--- config.mk ---
export PLATFORM = sky130hd
export DESIGN_NAME = ip_csum_sched
export DESIGN_NICKNAME = d
export VERILOG_FILES = /design/src/rtl/ip_csum_sched.sv
export SDC_FILE = /design/constraint.sdc
export NUM_CORES = 1
export LEC_CHECK = 0
export CAP_MARGIN = 20
export CORE_AREA = 4 4 139 141
export CTS_CLUSTER_SIZE = 10
export DETAILED_ROUTE_END_ITERATION = 16
export DIE_AREA = 0 0 143 145
export PLACE_DENSITY = 0.72
export SYNTH_ARGS = -nofsm -noshare
export SYNTH_HDL_FRONTEND = slang
export SYNTH_SLANG_ARGS = --single-unit
--- constraint.sdc ---
create_clock -name clk -period 2.1 [get_ports clk]
set_input_delay 0.42 -clock clk [delete_from_list [all_inputs] [get_ports clk]]
set_output_delay 0.42 -clock clk [all_outputs]
set_load 0.03 [all_outputs]
--- src/rtl/ip_csum_sched.sv ---
// Round-robin scheduler sharing one IP header checksum core between NUM_REQ
// transmit requesters: grant, issue, wait out the core latency, return result.
module ip_csum_sched #(
  parameter int NUM_REQ      = 4,
  parameter int ID_W         = 2,
  parameter int CSUM_LATENCY = 3
) (
  input  logic                    clk,
  input  logic                    rst_n,
  input  logic [NUM_REQ-1:0]      req,
  input  logic [32*NUM_REQ-1:0]   src_addr_bus,
  input  logic [32*NUM_REQ-1:0]   dst_addr_bus,
  output logic [NUM_REQ-1:0]      done,
  output logic [15:0]             csum_out,
  output logic [ID_W-1:0]         csum_id,
  output logic                    busy,
  output logic                    csum_en,
  output logic [31:0]             csum_src,
  output logic [31:0]             csum_dst,
  input  logic [15:0]             csum_in
);

  localparam logic [1:0] S_IDLE  = 2'd0;
  localparam logic [1:0] S_ISSUE = 2'd1;
  localparam logic [1:0] S_WAIT  = 2'd2;
  localparam logic [1:0] S_DONE  = 2'd3;

  localparam logic [3:0]      WAIT_LAST  = 4'(CSUM_LATENCY - 1);
  localparam logic [ID_W-1:0] LAST_RESET = ID_W'(NUM_REQ - 1);

  logic [1:0]      state;
  logic [3:0]      wait_cnt;
  logic [ID_W-1:0] last_grant;
  logic            grant_vld;
  logic [ID_W-1:0] grant_idx;
  logic [31:0]     src_slot [NUM_REQ];
  logic [31:0]     dst_slot [NUM_REQ];

  // Requester index base+k, wrapped modulo NUM_REQ (k in 1..NUM_REQ).
  function automatic logic [ID_W-1:0] rr_index(input logic [ID_W-1:0] base, input int k);
    int s;
    s = int'(base) + k;
    if (s >= NUM_REQ) s = s - NUM_REQ;
    return ID_W'(s);
  endfunction

  for (genvar g = 0; g < NUM_REQ; g++) begin : g_slot
    assign src_slot[g] = src_addr_bus[32*g +: 32];
    assign dst_slot[g] = dst_addr_bus[32*g +: 32];
  end

  // Search starts just after the previous winner, so a held request is
  // served within NUM_REQ jobs.
  always_comb begin
    grant_vld = 1'b0;
    grant_idx = '0;
    for (int k = 1; k <= NUM_REQ; k++) begin
      if (!grant_vld && req[rr_index(last_grant, k)]) begin
        grant_vld = 1'b1;
        grant_idx = rr_index(last_grant, k);
      end
    end
  end

  always_ff @(posedge clk or negedge rst_n) begin
    if (!rst_n) begin
      state      <= S_IDLE;
      wait_cnt   <= '0;
      last_grant <= LAST_RESET;
      csum_id    <= '0;
      csum_src   <= '0;
      csum_dst   <= '0;
      csum_out   <= '0;
    end else begin
      case (state)
        S_IDLE: begin
          if (grant_vld) begin
            csum_id    <= grant_idx;
            last_grant <= grant_idx;
            csum_src   <= src_slot[grant_idx];
            csum_dst   <= dst_slot[grant_idx];
            state      <= S_ISSUE;
          end
        end
        S_ISSUE: begin
          wait_cnt <= '0;
          state    <= S_WAIT;
        end
        S_WAIT: begin
          wait_cnt <= wait_cnt + 4'd1;
          if (wait_cnt == WAIT_LAST) begin
            csum_out <= csum_in;
            state    <= S_DONE;
          end
        end
        S_DONE: begin
          state <= S_IDLE;
        end
        default: begin
          state <= S_IDLE;
        end
      endcase
    end
  end

  // Outputs decoded from the registered state: reset clears them at once.
  assign busy    = (state != S_IDLE);
  assign csum_en = (state == S_ISSUE);

  always_comb begin
    done = '0;
    if (state == S_DONE) done[csum_id] = 1'b1;
  end

endmodule

Yosys cells after proc, flatten, opt, wreduce, memory -nomap -nowiden
Cells that the tools add are included.

word-level totals
  register bits after elaboration = 90
  bits of input ports = 278
  output and inout bits = 88
  word-level logic and storage cells = 80

operators by class
  add/subtract/negate cells = 9
  $lt $le $gt $ge = 11
  equal/unequal tests = 6
  multiplexer cells = 33
  bitwise logic cells = 1
  reduce and logical (&&, ||, !) cells = 13

operator list
  kind                                                                count
  binary-select mux 32 bit (select 2 bit)                             2
  two-way mux 32 bit                                                  4
  two-way mux 2 bit                                                   10
  < comparator 2 x 3 -> 1 bit (second input constant)                 5
  greater-or-equal comparator 3 bit (second input constant)           4
  two-way mux 1 bit                                                   9
  binary-select mux 1 bit (select 2 bit)                              4
  one-hot mux 2 bit (4 select lines)                                  1
  one-hot mux 4 bit (2 select lines)                                  1
  subtractor 2 x 1 -> 2 bit (second input constant)                   4
  adder 2 x 2 -> 3 bit (second input constant)                        2
  AND reduction 2 bit                                                 3
  adder 2 x 3 -> 4 bit (second input constant)                        1
  adder 4 x 1 -> 4 bit (second input constant)                        1
  equality test 2 bit (second input constant)                         2
  equality test 4 x 2 -> 1 bit (second input constant)                1
  greater-or-equal comparator 4 x 3 -> 1 bit (second input constant)  1
  logical AND 1 bit                                                   4
  two-way mux 4 bit                                                   1
  inequality test 2 bit (second input constant)                       2
  nonzero test 2 bit                                                  2
  adder 2 x 1 -> 3 bit (second input constant)                        1
  logical NOT 1 bit                                                   3
  NOT 2 -> 3 bit                                                      1
  other kinds (4)                                                     4

Depth between registers and ports, before layout
  depth after elaboration = 19
  mapped depth = 7
  gate-level depth less buffers = 6

Least setup slack after synthesis
OpenSTA, ideal clock, no wires.

  path type = register -> register
  start = reg state[0]
  end = reg csum_out[10]
  setup time = 125 ps
  data arrival time = 1715 ps
  data required time = 1975 ps
  path slack = 260 ps
  cell stages (with the launch flop) = 7
  path buffers = 1
  period minus slack after synthesis = 1840 ps
  path through = dfrtp_1 > inv_1 > ha_1 > inv_1 > nor2_1 > buf_2 > mux2_2

between the ends
  word-level cells in the longest chain between the ends = 2

ends and longest elaborated chain
  item                                  RTL line  text
  start, declared                       31        logic [1:0] state;
  start signal, assigned                67        state <= S_IDLE;
  start signal, assigned                82        state <= S_ISSUE;
  start signal, assigned                87        state <= S_WAIT;
  equality test 2 bit                   75        case (state)
  AND reduction 2 bit (no source line)  n/a
  end signal, assigned                  92        csum_out <= csum_in;
  end, declared                         14        output logic [15:0] csum_out,

Every way passes these cells.
A chain may end at the register's enable or synchronous reset.

Worst setup path in the final report
  start = in req[3]
  end = reg csum_dst[1]

between the ends
  word-level cells in the longest chain between the ends = 16
  elaborated cells between the ends (all ways) = 27
  those cells by class = mux: 19; bitwise: 1; reduce/logical: 7

ends and longest elaborated chain
  item                                                   RTL line  text
  start, declared                                        10        input logic [NUM_REQ-1:0] req,
  binary-select mux 1 bit (select 2 bit)                 58        if (!grant_vld && req[rr_index(last_grant, k)]) begin
  two-way mux 1 bit (not written as such)                58
  two-way mux 1 bit                                      58
  logical NOT 1 bit                                      58
  logical AND 1 bit                                      58
  two-way mux 1 bit                                      58
  logical NOT 1 bit                                      58
  logical AND 1 bit                                      58
  two-way mux 1 bit                                      58
  logical NOT 1 bit                                      58
  logical AND 1 bit                                      58
  two-way mux 2 bit                                      58
  NOT 2 -> 3 bit (not written as such)                   81        csum_dst <= dst_slot[grant_idx];
  binary-select mux 32 bit (select 2 bit)                81
  two-way mux 32 bit (not written as such) (2 in a row)  81
  end signal, assigned                                   81
  end, declared                                          19        output logic [31:0] csum_dst,

Several ways; a longest one is shown, not always the timed one. The select of a mux whose other input is x is not followed.

==> impl_metrics.json <==
{
  "outcome": "completed",
  "ant_nets": 0,
  "hpwlAfterDp_mm": 16.7,
  "clk_path_buf_depth": 2,
  "rows": 49,
  "syn_nets": 744,
  "p_leak_nw": 4.29,
  "slew_headroom": 0.667,
  "finalCriticalPeriod_ns": 2.00,
  "yosys_warnings": 0,
  "htreeDepth": 3,
  "fin_setup_tns_ns": 0,
  "die_h_um": 145,
  "grt_usage": 0.192,
  "cts_root_buf": "clkbuf_16",
  "placedCellCount": 1063,
  "die_area_sq_um": 20700,
  "grt_antenna_before_repair": 0,
  "drv_cap": 0,
  "arrival_ns": 2.20,
  "drc": 0,
  "cts_buffers": 9,
  "syn_area_sq_um": 5520,
  "final_nets": 1131,
  "cts.clk_slew.worst_paths_ns": 0.07,
  "grt_pass1_wl_mm": 31.3,
  "place_congestion": 0.803,
  "worstMarginPinSlew_ns": 0.499,
  "final_cell_mix": "clkdlybuf4s50_1, mux2i_1, dfrtp_1",
  "final_common_cell": "clkdlybuf4s50_1",
  "synthToLayoutAreaGrowth_pct": 80.8,
  "cp-end-kind": "flip-flop",
  "clock_sinks": 90,
  "power.density_nw_per_um2": 1360,
  "viasPerCell": 4.84,
  "route.vias.total": 5226,
  "drt_pre_antenna_iters": 4,
  "io_buffers": 365,
  "drt_wl_total_mm": 20.9,
  "die_w_um": 143,
  "core_sq_um": 18000,
  "cts_hold_buf": 0,
  "antennaDiodeCount": 0,
  "finalNonFillerCells": 1080,
  "grt_pass1_vias": 5536,
  "power_mw": 13.5,
  "dr.first_iter.drc_count": 176,
  "critPathKind": "primary input to flip-flop",
  "path_max_fanout": 28,
  "fin_worst_skew_ns": 0.00588,
  "cp-start-kind": "primary input",
  "drive_above_1_share": 0.148,
  "start_util": 0.307,
  "ys_seq_area_frac": 0.409,
  "setup_viol": 0,
  "synthCells": 460,
  "grt_max_degree": 34,
  "period_share": 0.954,
  "cp.required_ns": 2.30,
  "synth_seq_cells": 90,
  "fin_util": 0.555,
  "hp-class": "primary input to asynchronous set/reset pin",
  "cts_tree": "built",
  "ir_drop_mv": 0.893,
  "maxSlewViolCount": 0,
  "max_freq_ghz": 0.499,
  "syn-mean-instance-area_sq_um": 12.0,
  "routedWlPerCell_um": 19.3,
  "grt_remaining_overflow": 0,
  "ioPinCount": 366,
  "synth_cell_types": 35,
  "clock_latency_ns": 0.33,
  "hold_viol_final": 0
}
-- per-layer routing --
layer  vias up  share of wire  track usage
li1       2500              -            -
met1      2457           0.40        0.229
met2       246           0.49        0.335
met3        23          0.096       0.0556
met4         0          0.015       0.0504
met5         -              0            0
-- flip-flops by register name (all words and copies together), names as in the netlist --
signal / cells
state: 2
wait_cnt: 4
last_grant: 2
csum_dst: 32
csum_out: 16
csum_src: 32
csum_id: 2
-- worst max-delay path, stage by stage --
cell             delay, ns
clkdlybuf4s50_1       0.51
nand2b_1              0.08
a21boi_1              0.15
o21ai_4               0.21
buf_12                0.24
buf_12                0.18
mux2i_1               0.21
o221ai_1              0.15
-- worst paths after layout --
| kind | from | to | slack [ns] | cells past startpoint |
|---|---|---|---|---|
| min in group clk | csum_dst[17] | csum_dst[17] | 0.49 | 2 |
| worst max register to register | last_grant[1] | csum_dst[1] | 0.14 | 7 |
| worst max-delay path | req[3] | csum_dst[1] | 0.1 | 8 |
| worst min-delay path | rst_n | csum_out[4] | 0.05 | 1 |
| max in group asynchronous | rst_n | last_grant[0] | 1.44 | 2 |
| worst min register to register | csum_dst[17] | csum_dst[17] | 0.49 | 2 |
-- timing repair --
item                       CTS  global route
cloned                       0             1
setup endpoints to repair    6             3
setup buffers                0             1
hold endpoints to repair     0             0
pin swaps                    0             0
gates resized for setup      6             2
-- stage by stage --
step / hold slack (ns) / setup slack (ns) / instance area (sq um)
2_1_floorplan: 0.124 / 0.260 / 5520
3_3_place_gp: 0.426 / -0.208 / 9660
3_5_place_dp: 0.425 / -0.247 / 9660
4_1_cts: 0.0518 / 0.0697 / 9940
5_1_grt: 0.0755 / -0.00611 / 9980
6_report: 0.0504 / 0.0969 / 9980
-- power by group --
part | switching, mW | leakage, nW | internal (mW)
Combinational | 4.65 | 3.05 | 4.16
Sequential | 0.492 | 1.10 | 2.62
Clock | 0.675 | 0.142 | 0.947
Total | 5.81 | 4.29 | 7.73
-- Yosys cell counts --
cell type | count | area share
nor3b_1 | 2 | 0.0027
buf_12 | 11 | 0.040
o21ai_2 | 1 | 0.0016
nand2b_1 | 3 | 0.0034
a21boi_1 | 1 | 0.0014
dfstp_2 | 2 | 0.0095
clkbuf_4 | 1 | 0.0014
o21ai_0 | 5 | 0.0045
a22oi_1 | 1 | 0.0014
o22ai_1 | 1 | 0.0011
a21oi_1 | 3 | 0.0027
o221ai_1 | 23 | 0.037
nor2_1 | 10 | 0.0068
mux2i_1 | 129 | 0.23
or2_1 | 1 | 0.0011
nand2_1 | 73 | 0.050
dfrtp_1 | 88 | 0.40
buf_2 | 9 | 0.0082
o221ai_2 | 41 | 0.11
inv_1 | 7 | 0.0048
nor4_1 | 1 | 0.0011
nand3b_1 | 1 | 0.0014
ha_1 | 6 | 0.014
and3b_1 | 2 | 0.0032
o32ai_2 | 1 | 0.0029
buf_1 | 1 | 0.00068
and2b_1 | 1 | 0.0014
buf_6 | 1 | 0.0020
o22a_1 | 1 | 0.0016
mux2_2 | 16 | 0.033
buf_4 | 5 | 0.0068
and3_1 | 1 | 0.0011
nand3_1 | 3 | 0.0027
clkbuf_1 | 7 | 0.0048
buf_8 | 1 | 0.0027
-- cells by family after synthesis --
| logic type | synth area share |
|---|---|
| flip-flops | 0.409 |
| multiplexers | 0.267 |
| adder cells (fa/ha/maj) | 0.0136 |
| AND/OR/NAND/NOR | 0.0746 |
| buffers and inverters | 0.0712 |
| AO/OA/AOI/OAI | 0.165 |
-- area by class of cell --
| type | count | area (sq um) |
|---|---|---|
| sequential | 90 | 2250 |
| timing repair buffer | 412 | 4230 |
| inverter | 7 | 26.3 |
| clock buffer | 12 | 246 |
| clock inverter | 3 | 40.0 |
| fill | 1574 | 7990 |
| multi-input combinational | 327 | 2890 |
| tap | 229 | 287 |
Note: power is estimated with default switching activity, not from simulation.
==> RTL edit, RTL diff (config.mk and constraints unchanged) <==
Put a register stage on the outputs `busy` and `csum_en`, without a reset. The values now appear one clock later. The other outputs are not delayed to match.
--- a/src/rtl/ip_csum_sched.sv
+++ b/src/rtl/ip_csum_sched.sv
@@ -104,8 +104,10 @@
   end
 
   // Outputs decoded from the registered state: reset clears them at once.
-  assign busy    = (state != S_IDLE);
-  assign csum_en = (state == S_ISSUE);
+  always_ff @(posedge clk) begin
+    busy    <= (state != S_IDLE);
+    csum_en <= (state == S_ISSUE);
+  end
 
   always_comb begin
     done = '0;
Behaviour: not the same (a bounded check fails within 4 cycles, from zero or initial values and one cycle with rst_n low).
==> RTL edit against the unedited design <==
  * Synthesized area up 0.73%
  * Sequential cell count up 2
  * Worst setup slack better by 0.031 ns
  * Routed wire length up 1.5%
  * Total power down 0.69%
  * Design area down 0.31%
  * Critical path type is now flop to output pin
  * Fmax up 1.6%
  * Sequential share of layout area up 0.47 points
  * Non-clock buffer count up 5
==> RTL edit: results <==
metrics = {
    "global_route": {
        "grt_pass1_vias": 5726,
        "grt_util_all_layers": 0.197,
        "grt_max_degree": 91,
        "grt_pass1_wl_mm": 32.0,
        "antenna_found_initial": 0,
    },
    "yosys": {
        "synth_fp_nets": 746,
        "synthMuxAreaShare": 0.265,
        "yosys-top-cells-area": "dfrtp_1, mux2i_1, o221ai_2",
        "synth_compound_area_frac": 0.164,
        "yosysWarningCount": 0,
        "synthXorXnorAreaFrac": 0,
        "synth_edf_count": 0,
        "synthTopCellsByCount": "mux2i_1, dfrtp_1, nand2_1, o221ai_2, o221ai_1",
        "ys_async_sr_fraction": 0.978,
        "synth_fa_ha_area_frac": 0.0135,
        "synth_cell_types": 36,
        "yosysSeqAreaShare": 0.413,
    },
    "timing": {
        "tightest_slew_ns": 0.530,
        "skew_ns": 0.0147,
    },
    "clocking": {
        "clock_latency_ns": 0.35,
        "cts_buffers": 9,
        "cts-root-buf": "clkbuf_16",
        "htreeDepth": 3,
        "clock_path_buffers": 2,
        "path_clk_slew_ns": 0.07,
    },
    "final_layout": {
        "top_regs": "csum_dst: 32 flops, csum_src: 32 flops, csum_out: 16 flops",
        "layout.nets": 1138,
        "drive_gt1_frac": 0.159,
        "fillers": 1570,
        "n_antenna_cell": 0,
    },
    "power_and_ir_drop": {
        "peakVddDrop_v": 0.000816,
        "p_leak_uw": 0.00428,
    },
    "placement": {
        "place_congestion": 0.872,
        "post-place-ws_ns": -0.246,
        "dp_hpwl_mm": 16.7,
        "dpl-instance-area_um2": 9660,
        "io_buffers": 365,
    },
    "outcome": {
        "outcome": "completed",
    },
    "setup_path": {
        "cp_max_fo": 4,
        "arrival_ns": 1.55,
    },
    "route": {
        "drt_iter0_drc": 208,
        "wirelength_mm": 21.2,
        "vias": 5310,
        "dr.pass1.iters": 4,
    },
    "run": {
        "cap_violations": 0,
    },
    "worst_hold_path": {
        "hold_class": "input port to asynchronous set/reset pin",
    },
}
==> RTL edit: cell types whose count changed in the layout (fill, tap and decap cells not counted), sizes merged <==
cell           before  now
dlygate4sd2         5    2
clkinvlp            0    2
buf                47   53
clkdlybuf4s15       1    0
clkinv              2    1
clkbuf             13   12
inv                 7   10
dfxtp               0    2
bufinv              1    0
clkdlybuf4s50     358  360
==> RTL edit: area by class of cell <==
cell class | count | share of cell area
Timing Repair Buffer | 417 | 0.418
Multi-Input combinational cell | 327 | 0.291
Clock buffer | 10 | 0.0240
Clock inverter | 6 | 0.00466
Sequential cell | 92 | 0.231
Tap cell | 229 | 0.0288
Inverter | 7 | 0.00264
==> RTL edit: kinds of logic (layout without fill, tap and decap cells) <==
group,Yosys count,in the layout
flops,92,92
simple gates,98,98
buf+inv,43,440
compound gates,78,78
mux,145,145
fa+ha+maj,6,6
==> RTL edit: timing repair <==
action,4_1_cts,5_1_grt
hold buffers,0,0
endpoints found under the setup margin,4,4
setup buffers,0,0
gates resized for setup,4,7
cloned,0,0
==> RTL edit: per-stage QoR <==
step / std cells / hold WS (ns) / util / power [uW] / setup TNS (ns)
after floorplan: 462 / 0.124 / - / 8530 / 0
after global placement: 1072 / 0.468 / 0.538 / 11800 / -12.41
after detailed placement: 1072 / 0.474 / 0.538 / 12000 / -12.26
final: 1088 / 0.109 / 0.554 / 13400 / 0
after global routing: 1088 / 0.167 / 0.554 / 14300 / 0
after CTS: 1088 / 0.140 / 0.554 / 13600 / 0
==> RTL edit: worst paths after layout <==
kind	cells past startpoint	endpoint	from	slack (ns)
worst max-delay path	3	done[2]	state[0]$_DFFE_PN0P_	0.13
worst min register to register	2	csum_dst[26]$_DFFE_PN0P_	csum_dst[26]$_DFFE_PN0P_	0.49
min in group clk	2	csum_dst[26]$_DFFE_PN0P_	csum_dst[26]$_DFFE_PN0P_	0.49
max in group asynchronous	2	csum_dst[2]$_DFFE_PN0P_	rst_n	1.56
worst max register to register	7	csum_dst[8]$_DFFE_PN0P_	last_grant[1]$_DFFE_PN1P_	0.14
worst min-delay path	2	csum_out[1]$_DFFE_PN0P_	rst_n	0.11
==> RTL edit: where the power goes <==
group / leakage (uW) / internal (uW) / total, uW / switching (uW)
clock network: 0.000136 / 848 / 1600 / 755
logic: 0.00303 / 4070 / 8660 / 4590
registers: 0.00111 / 2680 / 3190 / 514
==> RTL edit: critical path, stage by stage, from the launching register on <==
cell and delay (ns):
dfrtp_1 0.42, ha_1 0.26, and3b_1 0.19, dlygate4sd2_1 0.35
==> RTL edit: routing by layer <==
layer | GRT usage | share of wire | up-vias
met2 | 0.350 | 0.50 | 226
met5 | 0 | 0 | -
met3 | 0.0494 | 0.082 | 24
met1 | 0.233 | 0.40 | 2537
li1 | - | - | 2523
met4 | 0.0537 | 0.017 | 0
